**config.mk**
```make
export PLATFORM = sky130hd
export DESIGN_NAME = uart_tx_arbiter
export DESIGN_NICKNAME = d
export VERILOG_FILES = /design/src/rtl/uart_tx_arbiter_pkg.sv /design/src/rtl/uart_rr_picker.sv /design/src/rtl/uart_tx_arbiter.sv
export SDC_FILE = /design/constraint.sdc
export NUM_CORES = 1
export LEC_CHECK = 0
export BUFFER_PORTS_ARGS = -buffer_cell sky130_fd_sc_hd__buf_2
export CAP_MARGIN = 20
export CORE_MARGIN = 4
export CORE_UTILIZATION = 44
export DETAILED_ROUTE_END_ITERATION = 16
export PLACE_DENSITY_LB_ADDON = 0.15
export SYNTH_ARGS = -nofsm -noshare
export SYNTH_HDL_FRONTEND = slang
export SYNTH_HIERARCHICAL = 1
export SYNTH_SLANG_ARGS = --single-unit
```
**constraint.sdc**
```tcl
create_clock -name clk -period 4.59 [get_ports clk]
set_input_delay 0.459 -clock clk [delete_from_list [all_inputs] [get_ports clk]]
set_output_delay 0.459 -clock clk [all_outputs]
set_load 0.02 [all_outputs]
```
**src/rtl/uart_tx_arbiter_pkg.sv**
```systemverilog
// ============================================================================
// uart_tx_arbiter_pkg : shared state encodings and TX FIFO geometry
// Revision 1.0
// ============================================================================
`default_nettype none

package uart_tx_arbiter_pkg;

   localparam int UART_FIFO_DEPTH     = 16;
   localparam int UART_FIFO_COUNTER_W = 5;

   typedef enum logic [1:0] {
      S_IDLE    = 2'd0,
      S_XFER    = 2'd1,
      S_RELEASE = 2'd2
   } arb_state_t;

endpackage

`default_nettype wire

```
**src/rtl/uart_rr_picker.sv**
```systemverilog
// ============================================================================
// uart_rr_picker : round-robin pick of the first eligible index after rr_ptr
// Revision 1.0
// ============================================================================
`default_nettype none

module uart_rr_picker #(
   parameter int N_REQ   = 4,
   parameter int GRANT_W = 2
) (
   input  logic [N_REQ-1:0]   eligible,
   input  logic [GRANT_W-1:0] rr_ptr,
   output logic [GRANT_W-1:0] pick_idx,
   output logic               pick_any
);

   logic [GRANT_W-1:0] cand;

   // Scan from farthest to nearest so the nearest eligible index after rr_ptr wins.
   always_comb begin
      pick_idx = '0;
      cand     = '0;
      pick_any = |eligible;
      for (int k = N_REQ; k >= 1; k--) begin
         cand = GRANT_W'((int'(rr_ptr) + k) % N_REQ);
         if (eligible[cand]) begin
            pick_idx = cand;
         end
      end
   end

endmodule

`default_nettype wire

```
**src/rtl/uart_tx_arbiter.sv**
```systemverilog
// ============================================================================
// uart_tx_arbiter : packet-granular round-robin sharing of one UART TX FIFO
// Optional idle watchdog: `define UART_TX_ARB_WATCHDOG_EN.  Revision 1.0
// ============================================================================
`default_nettype none

module uart_tx_arbiter
   import uart_tx_arbiter_pkg::*;
#(
   parameter int N_REQ      = 4,
   parameter int GRANT_W    = 2,
   parameter int FIFO_DEPTH = UART_FIFO_DEPTH,
   parameter int TIMEOUT    = 255
) (
   input  logic                           clk,
   input  logic                           rst,
   input  logic [N_REQ-1:0]               port_en,
   input  logic [N_REQ-1:0]               req_valid,
   input  logic [8*N_REQ-1:0]             req_data,
   input  logic [N_REQ-1:0]               req_last,
   output logic [N_REQ-1:0]               req_ready,
   output logic                           tf_push,
   output logic [7:0]                     tf_dat,
   input  logic [UART_FIFO_COUNTER_W-1:0] tf_count,
   output logic                           tx_busy,
   output logic [GRANT_W-1:0]             grant_id,
   output logic                           abort_pulse
);

   localparam int c_FILL_W = UART_FIFO_COUNTER_W + 1;

   if (GRANT_W != $clog2(N_REQ) || N_REQ < 2 || N_REQ > 8 ||
       TIMEOUT < 1 || TIMEOUT > 255) begin : g_bad_params
      $error("uart_tx_arbiter: illegal parameter combination");
   end

   arb_state_t         state_q, state_d;
   logic [GRANT_W-1:0] rr_ptr_q, rr_ptr_d;
   logic [GRANT_W-1:0] grant_id_q, grant_id_d;
   logic               tx_busy_q, tx_busy_d;
   logic               tf_push_q, tf_push_d;
   logic [7:0]         tf_dat_q, tf_dat_d;

   logic [N_REQ-1:0]    eligible;
   logic [GRANT_W-1:0]  pick_idx;
   logic                pick_any;
   logic [c_FILL_W-1:0] fill_level;
   logic                space_ok;
   logic                g_valid;
   logic                g_last;
   logic [7:0]          g_data;
   logic                accept;

   assign eligible = req_valid & port_en;

   uart_rr_picker #(
      .N_REQ   (N_REQ),
      .GRANT_W (GRANT_W)
   ) u_picker (
      .eligible (eligible),
      .rr_ptr   (rr_ptr_q),
      .pick_idx (pick_idx),
      .pick_any (pick_any)
   );

   // The registered push is a byte not yet reflected in tf_count.
   assign fill_level = {1'b0, tf_count} + c_FILL_W'(tf_push_q);
   assign space_ok   = fill_level < c_FILL_W'(FIFO_DEPTH);

   assign g_valid = req_valid[grant_id_q];
   assign g_last  = req_last[grant_id_q];
   assign g_data  = req_data[{grant_id_q, 3'b000} +: 8];
   assign accept  = (state_q == S_XFER) && g_valid && space_ok;

   always_comb begin
      req_ready = '0;
      if (state_q == S_XFER && space_ok) begin
         req_ready[grant_id_q] = 1'b1;
      end
   end

`ifdef UART_TX_ARB_WATCHDOG_EN
   logic [7:0] idle_cnt_q, idle_cnt_d;
   logic       abort_q, abort_d;
   assign abort_pulse = abort_q;
`else
   assign abort_pulse = 1'b0;
`endif

   always_comb begin
      state_d    = state_q;
      rr_ptr_d   = rr_ptr_q;
      grant_id_d = grant_id_q;
      tx_busy_d  = tx_busy_q;
      tf_push_d  = accept;
      tf_dat_d   = accept ? g_data : tf_dat_q;
`ifdef UART_TX_ARB_WATCHDOG_EN
      idle_cnt_d = idle_cnt_q;
      abort_d    = 1'b0;
`endif
      case (state_q)
         S_IDLE: begin
`ifdef UART_TX_ARB_WATCHDOG_EN
            idle_cnt_d = '0;
`endif
            if (pick_any) begin
               grant_id_d = pick_idx;
               tx_busy_d  = 1'b1;
               state_d    = S_XFER;
            end
         end
         S_XFER: begin
            if (accept && g_last) begin
               state_d = S_RELEASE;
            end
`ifdef UART_TX_ARB_WATCHDOG_EN
            // Only an absent requester counts as idle; FIFO back-pressure does not.
            if (accept) begin
               idle_cnt_d = '0;
            end else if (!g_valid) begin
               if (idle_cnt_q == 8'(TIMEOUT - 1)) begin
                  idle_cnt_d = '0;
                  abort_d    = 1'b1;
                  state_d    = S_RELEASE;
               end else begin
                  idle_cnt_d = idle_cnt_q + 8'd1;
               end
            end
`endif
         end
         S_RELEASE: begin
            rr_ptr_d  = grant_id_q;
            tx_busy_d = 1'b0;
            state_d   = S_IDLE;
         end
         default: begin
            tx_busy_d = 1'b0;
            state_d   = S_IDLE;
         end
      endcase
   end

   always_ff @(posedge clk or posedge rst) begin
      if (rst) begin
         state_q    <= S_IDLE;
         rr_ptr_q   <= GRANT_W'(N_REQ - 1);
         grant_id_q <= '0;
         tx_busy_q  <= 1'b0;
         tf_push_q  <= 1'b0;
         tf_dat_q   <= '0;
      end else begin
         state_q    <= state_d;
         rr_ptr_q   <= rr_ptr_d;
         grant_id_q <= grant_id_d;
         tx_busy_q  <= tx_busy_d;
         tf_push_q  <= tf_push_d;
         tf_dat_q   <= tf_dat_d;
      end
   end

`ifdef UART_TX_ARB_WATCHDOG_EN
   always_ff @(posedge clk or posedge rst) begin
      if (rst) begin
         idle_cnt_q <= '0;
         abort_q    <= 1'b0;
      end else begin
         idle_cnt_q <= idle_cnt_d;
         abort_q    <= abort_d;
      end
   end
`endif

   assign tf_push  = tf_push_q;
   assign tf_dat   = tf_dat_q;
   assign tx_busy  = tx_busy_q;
   assign grant_id = grant_id_q;

endmodule

`default_nettype wire

```
== Word-level counts from Yosys, hierarchy flattened ==
Cells that the tools add are included.
Word-level totals
  register bits: 16
  memories kept: 0
  bits in latches: 0
  bits of input ports: 51
  memory bits (writable): 0
  output and inout bits: 17
  bits in read-only memories: 0
  word-level logic and storage cells: 59
Cells by class
  muxes and demuxes: 24
  multipliers: 0
  $lt $le $gt $ge: 7
  add/subtract/negate cells: 5
  eq/ne operators: 4
  divide/modulo/power cells: 0
  shifts and indexed selects: 1
  bitwise logic cells: 2
  reductions and logical operators: 10
Operators by type and width (number)
  32-bit by 6-bit indexed part select with 8-bit output: 1
  2-bit by 3-bit less-than comparator with 1-bit output, second input constant: 5
  1-bit binary-select mux with 2-bit select: 6
  2-bit two-way mux: 6
  1-bit two-way mux: 8
  5-bit by 1-bit adder with 6-bit output: 1
  6-bit by 5-bit less-than comparator with 1-bit output, second input constant: 1
  2-bit AND reduction: 3
  1-bit logical AND: 5
  2-bit by 1-bit adder with 2-bit output, second input constant: 2
  2-bit adder, second input constant: 2
  4-bit AND: 1
  4-bit two-way mux: 1
  2-bit one-hot mux with 2 select lines: 1
  4-bit OR reduction: 1
  1-bit demux with 2-bit select: 1
  2-bit by 1-bit equality test with 1-bit output, second input constant: 1
  2-bit equality test, second input constant: 1
  2-bit by 1-bit greater-or-equal comparator with 1-bit output, second input constant: 1
  2-bit zero test: 1
  2-bit by 1-bit inequality test with 1-bit output, second input constant: 1
  2-bit inequality test, second input constant: 1
  1-bit one-hot mux with 2 select lines: 1
  1-bit NOT: 1

== Longest topological paths before layout ==
Gate-level depths: netlist of run 1.
  depth in word-level cells: 7
  depth in mapped cells: 6
  gate-level depth less buffers: 6

== Modules after synthesis ==
The synthesis of run 1 kept the hierarchy.
By module, submodules not included
  uart_tx_arbiter: sequential area each 402.9 µm², area each 939.7 µm², times used 1, cells each 74
  uart_rr_picker: sequential area each 0.0 µm², area each 91.3 µm², times used 1, cells each 14

== Least setup slack after synthesis of run 1 ==
No wires, ideal clock.
  path type: input to output
  from: in tf_count[4]
  to: out req_ready[0]
  required time: 4131 ps
  data arrival time: 1540 ps
  stages on the path: 3
  path buffers: 0
  path slack: 2591 ps
  cell sequence: nor3b_1 o21ai_0 nor3_1
Between the ends
  longest elaborated chain between the ends: 4
Ends and longest elaborated chain
  from (decl): line uart_tx_arbiter.sv:24  | input logic [UART_FIFO_COUNTER_W-1:0] tf_count,
  5-bit by 1-bit adder with 6-bit output: line uart_tx_arbiter.sv:67  | assign fill_level = {1'b0, tf_count} + c_FILL_W'(tf_push_q);
  6-bit by 5-bit less-than comparator with 1-bit output: line uart_tx_arbiter.sv:68  | assign space_ok = fill_level < c_FILL_W'(FIFO_DEPTH);
  1-bit logical AND: line uart_tx_arbiter.sv:77  | if (state_q == S_XFER && space_ok) begin
  4-bit two-way mux: line uart_tx_arbiter.sv:77
  to (decl): line uart_tx_arbiter.sv:21  | output logic [N_REQ-1:0] req_ready,
Every way passes these cells.

== Worst setup path after layout of run 1 ==
  from: reg state_q[1]
  to: out req_ready[2]
Between the ends
  longest elaborated chain between the ends: 3
Ends and longest elaborated chain
  from (decl): line uart_tx_arbiter.sv:37  | arb_state_t state_q, state_d;
  from (signal assigned): line uart_tx_arbiter.sv:152  | state_q <= state_d;
  2-bit by 1-bit equality test with 1-bit output: line uart_tx_arbiter.sv:77
  1-bit logical AND: line uart_tx_arbiter.sv:77
  4-bit two-way mux: line uart_tx_arbiter.sv:77
Every way passes these cells.

==> results of run 1 <==
[routing by layer]
metal	track usage [%]	vias to the layer above
li1	-	457
met1	19.0	451
met2	33.4	39
met3	5.29	2
met4	2.03	0
met5	0	-
[power by group through the flow]
stage | clock network [µW] | logic, µW | registers (µW)
final | 74.8 | 408 | 307
after global routing | 85.0 | 443 | 326
after CTS | 77.6 | 414 | 308
after detailed placement | 0 | 412 | 310
after global placement | 0 | 404 | 305
after floorplan | 0 | 265 | 330
[layout make-up]
type,count,area (µm²),area share (%)
inverters,7,26.3,1.87
clock buffers,4,26.3,1.87
well taps,28,35.0,2.49
flip-flops and latches,16,403,28.6
repair buffers,66,330,23.5
multi-input cells,62,586,41.6
[layout by cell type (no fill, tap or decap), types with 2 or more instances in the layout]
cell	instances
mux2_2	8
nor3_1	4
dfrtp_1	14
nand2b_1	4
nand2_1	6
clkbuf_4	3
and2_1	4
nor2_1	6
dfstp_2	2
nor3b_1	2
mux4_2	9
a21oi_1	3
inv_1	7
o21ai_0	5
buf_2	66
[stage by stage]
stage,area [µm²],setup WS (ps)
after global routing,1410,2160
final,1410,2340
after detailed placement,1380,2410
after CTS,1410,2300
after floorplan,1030,2590
after global placement,1380,2430
[kinds of logic after synthesis]
group	count (synthesis)	share of synthesized area [%]
mux	19	31.9
buf+inv	10	4.13
simple gates	29	14.6
compound gates	13	9.95
other cells	1	0.364
flops	16	39.1
[registers in the layout, indices dropped and copies added (netlist names)]
register / flops
grant_id: 2
rr_ptr_q: 2
state_q: 2
tf_dat: 8
tf_push: 1
tx_busy: 1
[worst reg2reg max path: cells and delay by family, from the launching register on]
family	cells	cell delay, ps
flops	1	820
mux	2	1040
compound gates	1	190
[worst paths after layout]
kind	start	to	slack, ps
setup / recovery	state_q[1]	req_ready[2]	2340
hold / removal	rst	tf_dat[3]	240
setup reg to reg	grant_id[0]	tf_dat[3]	2430
hold reg to reg	tf_dat[2]	tf_dat[2]	510
max in group asynchronous	rst	state_q[0]	3960
min in group clk	tf_count[4]	state_q[0]	450
==> results.md, run 1 <==
* Status: finished, final reports clean
* Switching power at 327 µW
* Achievable clock frequency at 0.445 GHz
* Max-Cap Viols at 0
* Flop pwr share at 38.8%
* Slowest Stage Delay on Critical Path at approximately 430 ps
* Critical Path End Type: output pin
* Pwr dens at about 560 nW/µm²
* Synth top area cells: dfrtp_1 (34%), mux4_2 (20%), mux2_2 (8.7%)
* Fraction of registers with async set/reset at 100%
* Warnings, synthesis at 6
* Sequential area share after synthesis at approximately 39%
* H-tree Lvls at 1
* DRT antenna net count at 0
* CORE AREA at 2210 µm²
* Dpl hpwl at around 2.2 mm
* Clk pwr share at 9.5%
* Root buf cell: clkbuf_4
* Via density at 5.19
* # diodes at 0
* Synth top cells by count: dfrtp_1 (14), mux4_2 (9), mux2_2 (8)
* Met1 WL at around 970 µm
* CP required at 4130 ps
* Gate power share at 51.7%
* Largest net degree at the start of global routing at 17
* Post-CTS Setup Inserts at 0
* Fillcell total at 218
* Syn Inst Count at 88
* Worst-path clk slew at roughly 90 ps
* Top cell type's share of synthesized area at 34.0%
* Final Skew at 3.49 ps
* Met3 wire len at about 240 µm
* Horiz. Die Dim at 56.4 µm
* Sw Ratio at 41.4%
* Area leader, netlist: dfrtp_1
* Final-report hold violation count at 0
* Critical-path cell list: nor3b_1 -> o21ai_0 -> nor3_1 -> buf_2
* Unrepaired setup endpoints after global routing: no
* Pleak at 0.000688 µW
* Overflow left after global routing at 0
* Worst slew margin at 51.8%
* Count leader, synth: dfrtp_1
* Slew @ Worst Pin at 724 ps
* WP depth at 4
* Critical path startpoint category: register
* Total negative setup slack at 0 ps
* Hold Crit Class: primary input to asynchronous set/reset pin
* Post-Layout Cell Count at ~180
* Max VDD drop at 317 µV
* Final hold slack at roughly 240 ps
* Buf+Inv Stages, Crit Path at 1
* Die height at 56.4 µm
* Clk Latency, worst-skew pair at 270 ps
* Initial Util at 46.6%
* Total power at 789 µW
* Top-level I/O count at 68
* R2R cell count at 3
* DRT iter0 DRCs at 6
* Internal power at 462 µW
* Fin crit period at approximately 2200 ps
* Tot GR Track Use at 17.3%
* Port Buf Inserts at 66
* CTS Hold Bufs at 0
* Post-CTS sizing at 0
* Syn Area/Cell at 11.7 µm²
* Final WL at 2.61 mm
* First-pass GRT wire length at between 4 and 5 mm
* Core Rows at 17
* Drc violations at 0
* Synth Register Bits at 16
* Syn Nets at 139
* Number of distinct library cells after synthesis at 27
* Worst endpoint data arrival time at 1790 ps
* CTS buffer count at 3
* Vias at 949
* Crit Path Max Fanout at 5
* Vias in the first global route at 1,041
* Area Growth Syn to Fin at 36.4%
* Ys flop type: dfrtp_1
* Nets@finish at 207
* Slowest cell on crit path: dfrtp_1
* CTS tree: yes
* # setup viols final at 0
* Initial antenna violation count at 0
* Crit Path Category: register to output pin
* Final Wtd Congestion at around 0.75
* Die Area at 3180 µm²
* Total placed cells including tap cells at 179
* Post-synth EDFFs at 0
* Fraction of layout cells with a size suffix above 1 at 58.7%
* Drt wl/cell at about 14 µm
* Initial DRT Pass Iterations at 3
* Crit share post-route at 49.0%
* CTS max path bufs at 2
* Max Transition Viols Final at 0
* Final Util at ~64%
* Mapped Area at 1030 µm²
* Met2 wire len at around 1.4 mm
* Max Used Layer: met4
* Crit path max-delay family: simple AND/OR/NAND/NOR gates
* CTS Sinks at 16
Note: power is estimated with default switching activity, not from simulation.
==> run 2: changes to the inputs <==
--- a/config.mk
+++ b/config.mk
@@ -8,7 +8,7 @@
 export BUFFER_PORTS_ARGS = -buffer_cell sky130_fd_sc_hd__buf_2
 export CAP_MARGIN = 20
 export CORE_MARGIN = 4
-export CORE_UTILIZATION = 44
+export CORE_UTILIZATION = 41
 export DETAILED_ROUTE_END_ITERATION = 16
 export PLACE_DENSITY_LB_ADDON = 0.15
 export SYNTH_ARGS = -nofsm -noshare
==> constraint.sdc (replaced) <==
create_clock -name clk -period 2.1 [get_ports clk]
set_input_delay 0.21 -clock clk [delete_from_list [all_inputs] [get_ports clk]]
set_output_delay 0.21 -clock clk [all_outputs]
set_load 0.02 [all_outputs]
==> run 2 against run 1 <==
Clock power rose to 2.8 times the previous value. Final area grew 2.8%. Combinational power grew to 2.5 times the previous value. Clock skew shrank 0.92 ps. Critical path depth is the same. Non-clock buffer count is 3 higher. Highest routed layer unchanged.
==> results.md, run 2 (same netlist as run 1, synthesis figures left out) <==
* Status: finished, final reports clean
* Fraction of layout cells with a size suffix above 1 at 60.1%
* Hold path start: tf_count[4]
* Clk Latency, worst-skew pair at ~290 ps
* Crit Path Category: register to output pin
* Pleak at 0.000711 µW
* CTS buffer count at 3
* Die Area at 3380 µm²
* CTS max path bufs at 2
* CP required at between 1500 and 2000 ps
* Achievable clock frequency at 0.530 GHz
* Hold Crit Class: primary input to register
* Horiz. Die Dim at 58.1 µm
* Crit Path Max Fanout at 5
* Max VDD drop at 754 µV
* Nets@finish at 210
* Post-CTS Setup Inserts at 0
* First-pass GRT wire length at 4.21 mm
* CTS tree: yes
* Vias in the first global route at 1,021
* # setup viols final at 0
* CTS Sinks at 16
* Fin crit period at around 1900 ps
* Tot GR Track Use at 16.3%
* Worst endpoint data arrival time at 1680 ps
* Drc violations at 0
* Pwr dens at 1240 nW/µm²
* Slew @ Worst Pin at 598 ps
* Worst-path clk slew at ~90 ps
* CORE AREA at 2300 µm²
* Unrepaired setup endpoints after global routing: no
* H-tree Lvls at 1
* Dpl ws at 357 ps
* Total negative setup slack at 0 ps
* Vias at 948
* Top-level I/O count at 68
* Most frequent cells in the layout: buf_2 (66), dfrtp_1 (14), mux4_2 (9)
* Drt wl/cell at ~14 µm
* Die height at between 50 and 60 µm
* Max reg flops at 8
* Dpl hpwl at ~2.2 mm
* Core Rows at 17
* Port Buf Inserts at 66
* Worst slew margin at 60.1%
* Root buf cell: clkbuf_4
* Critical Path End Type: output pin
* Crit share post-route at between 80 and 90%
* Final Wtd Congestion at between 0.7 and 0.8
* # diodes at 0
* Area Growth Syn to Fin at 40.3%
* Overflow left after global routing at 0
* Fillcell total at between 200 and 250
* Initial Util at ~45%
* R2r startpoint: grant_id[0]
* Final WL at 2.57 mm
* Commonest non-fill, non-tap cell in the layout: buf_2
* DRT iter0 DRCs at 18
* Max Transition Viols Final at 0
* Max-Cap Viols at 0
* Initial DRT Pass Iterations at 4
* Via density at slightly above 5
* DRT antenna net count at 0
* CP Launch Point: state_q[1]
* Final Skew at 2.57 ps
* PnR worst setup slack at between 200 and 250 ps
* Critical path startpoint category: register
* Largest net degree at the start of global routing at 17
* Initial antenna violation count at 0
* Final-report hold violation count at 0
[run 2: cell count changes in the layout (fill, tap and decap cells not counted), sizes merged]
| cell | previous run | this run |
|---|---|---|
| buf | 66 | 68 |
| dlygate4sd3 | 0 | 1 |
[run 2: layout make-up]
class / instances / area, µm² / area share [%]
clock buffer: 4 / 36.3 / 2.51
inverter: 7 / 26.3 / 1.82
multi-input combinational: 62 / 591 / 40.8
sequential: 16 / 403 / 27.9
tap: 28 / 35.0 / 2.42
timing repair buffer: 69 / 355 / 24.6
[run 2: power by group]
part	leakage (µW)	internal, µW	total, µW	switching [µW]
clock	0.0000210	106	206	100
sequential	0.000188	470	571	101
combinational	0.000502	495	1020	523
total	0.000711	1070	1790	724
[run 2: path summary, 6_finish.rpt]
check                                    end  slack, ps  cells after the start
worst min register to register     tf_dat[5]        510                      1
worst max register to register     tf_dat[7]        450                      3
worst min-delay path              state_q[0]        180                      2
worst max-delay path            req_ready[1]        210                      4
min in group asynchronous        grant_id[0]        520                      3
max in group asynchronous            tf_push       1190                      3
[run 2: layer usage]
metal	track usage, %	vias up	share of wire [%]
met5	0	-	0
met4	3.97	0	0.58
met3	5.35	2	7.7
met2	29.8	34	55
met1	18.1	452	36
li1	-	460	-
[run 2: metrics by stage]
| stage | util (%) | power (µW) | hold slack (ps) | cell area [µm²] | cells |
|---|---|---|---|---|---|
| final | 63.0 | 1790 | 183 | 1450 | 186 |
| after CTS | 62.7 | 1810 | 169 | 1440 | 186 |
| after global routing | 63.0 | 1920 | 169 | 1450 | 186 |
| after floorplan | - | 1300 | 122 | 1030 | 88 |
| after global placement | 60.7 | 1580 | 309 | 1400 | 181 |
| after detailed placement | 60.7 | 1610 | 308 | 1400 | 181 |
[run 2: repair_timing]
action,CTS,global route
setup endpoints to repair,0,4
hold endpoints to repair,9,0
hold buffers,1,0
gates resized for setup,0,1
[run 2: critical path: stages (launching register included)]
cell	delay [ps]
dfrtp_1	440
nor3b_2	290
o21ai_0	240
nor3_1	210
buf_2	200
==> run 3: changes to the inputs <==
--- a/config.mk
+++ b/config.mk
@@ -11,6 +11,8 @@
 export CORE_UTILIZATION = 41
 export DETAILED_ROUTE_END_ITERATION = 16
 export PLACE_DENSITY_LB_ADDON = 0.15
+export RECOVER_POWER = 100
+export SKIP_CTS_REPAIR_TIMING = 1
 export SYNTH_ARGS = -nofsm -noshare
 export SYNTH_HDL_FRONTEND = slang
 export SYNTH_HIERARCHICAL = 1
==> run 3 against run 2 <==
The run now ends with hold timing left. Sequential power is essentially flat. Wire length rose by 0.51%. Clock skew about the same. Critical endpoint is now tf_dat[7]. Largest cell class unchanged. Largest power group unchanged.
==> results.md, run 3 (same netlist as run 1, synthesis figures left out) <==
* Status: finished with violations
* Failing checks: hold timing
* Max Transition Viols Final at 0
* Critical path startpoint category: register
* Fillcell total at 220
* Flop pwr share at roughly 33%
* Drc violations at 0
* Pleak at 0.000648 µW
* Initial DRT Pass Iterations at 4
* Worst-path clk slew at 100 ps
* Worst endpoint data arrival time at 2090 ps
* Fraction of layout cells with a size suffix above 1 at between 40% and 50%
* Die height at slightly below 60 µm
* R2R cell count at 3
* Hold Crit Class: primary input to asynchronous set/reset pin
* Crit Path Max Fanout at 10
* Total power at 1750 µW
* DRT antenna net count at 0
* Area Growth Syn to Fin at 36.0%
* CTS Sinks at 16
* Tot GR Track Use at 16.3%
* Clk Latency, worst-skew pair at 290 ps
* Max reg flops at 8
* Gate power share at 55.4%
* Worst slew margin at 35.5%
* Unrepaired setup endpoints after global routing: no
* Slew @ Worst Pin at 963 ps
* Design area at around 1400 µm²
* Max VDD drop at 743 µV
* PnR worst setup slack at 194 ps
* Final hold slack at -28.0 ps
* Sw Ratio at 41.4%
* Initial Util at 44.9%
* Final Skew at about 2.5 ps
* Drt wl/cell at 13.9 µm
* Commonest non-fill, non-tap cell in the layout: buf_2
* CORE AREA at ~2300 µm²
* Total placed cells including tap cells at roughly 180
* Max-Cap Viols at 0
* Largest net degree at the start of global routing at 17
* Critical Path End Type: register
* Switching power at about 720 µW
* CP Launch Point: grant_id[0]
* R2r startpoint: grant_id[0]
* Total negative setup slack at 0 ps
* CTS max path bufs at 2
* Placement Cell Area at approximately 1400 µm²
* Horiz. Die Dim at 58.1 µm
* Internal power at 1020 µW
* Die Area at between 3000 and 4000 µm²
* Root buf cell: clkbuf_4
* Nets@finish at approximately 210
* DRT iter0 DRCs at 19
* Port Buf Inserts at 66
* Worst R2R Setup Slack at 190 ps
* Vias at 951
* Final Wtd Congestion at 0.745
* First-pass GRT wire length at between 4 and 5 mm
* Core Rows at 17
* Top-level I/O count at 68
* Dpl ws at 357 ps
* Via density at 5.14
* H-tree Lvls at 1
* CTS tree: yes
* Vias in the first global route at about 1,000
* Crit Path Category: register to register
* Crit share post-route at approximately nine tenths
* Dpl hpwl at between 2 and 2.5 mm
* Initial antenna violation count at 0
* Reg2reg end: tf_dat[7]
* Overflow left after global routing at 0
* Fin crit period at 1910 ps
* # diodes at 0
* Pwr dens at roughly 1200 nW/µm²
* CTS buffer count at 3
* Clk pwr share at 11.8%
* Final-report hold violation count at 14
* CP required at roughly 2300 ps
* # setup viols final at 0
* Achievable clock frequency at ~0.52 GHz
* Final WL at 2.58 mm
* Post-Layout Cell Count at between 150 and 200
* Most frequent cells in the layout: buf_2 (50), clkbuf_1 (16), dfrtp_1 (14)
run 3: cell count changes in the layout (fill, tap and decap cells not counted), sizes merged:
cell,previous run,this run
clkbuf,4,20
buf,68,52
dlygate4sd3,1,0
run 3: through the flow:
step	utilization [%]	hold WS, ps
after CTS	62.3	-8.70
after detailed placement	60.7	308
after global routing	61.1	32.6
after floorplan	-	122
after global placement	60.7	309
final	61.1	-28.0
run 3: final cells by class:
| cell class | instances | area (µm²) | share of cell area [%] |
|---|---|---|---|
| Tap cell | 28 | 35.0 | 2.50 |
| Inverter | 7 | 26.3 | 1.87 |
| Multi-Input combinational cell | 62 | 577 | 41.1 |
| Clock buffer | 4 | 36.3 | 2.59 |
| Timing Repair Buffer | 68 | 325 | 23.2 |
| Sequential cell | 16 | 403 | 28.7 |
run 3: power groups by stage:
stage,Sequential [µW],Combinational [µW],Clock [µW]
floorplan,720,579,0
global placement,567,1020,0
detailed placement,577,1030,0
CTS,572,1030,209
global route,590,1050,228
finish,572,968,206
run 3: routing by layer:
layer / vias up / global-route usage (%) / share of wire [%]
li1: 459 / - / -
met4: 0 / 3.97 / 0.58
met3: 2 / 5.35 / 7.3
met1: 456 / 18.1 / 37
met2: 34 / 29.8 / 55
met5: - / 0 / 0
run 3: worst max path at each step:
stage,slack (ps),end
6_report,190,tf_dat[7]
2_1_floorplan,350,tf_dat[0]
4_1_cts,30,req_ready[1]
3_5_place_dp,360,req_ready[1]
3_3_place_gp,360,req_ready[3]
5_1_grt,80,req_ready[3]
run 3: critical path, cell delays in order, from the launching register on:
cell and delay [ps]:
dfrtp_1 400, mux4_2 540, o211ai_1 440, mux2_2 420
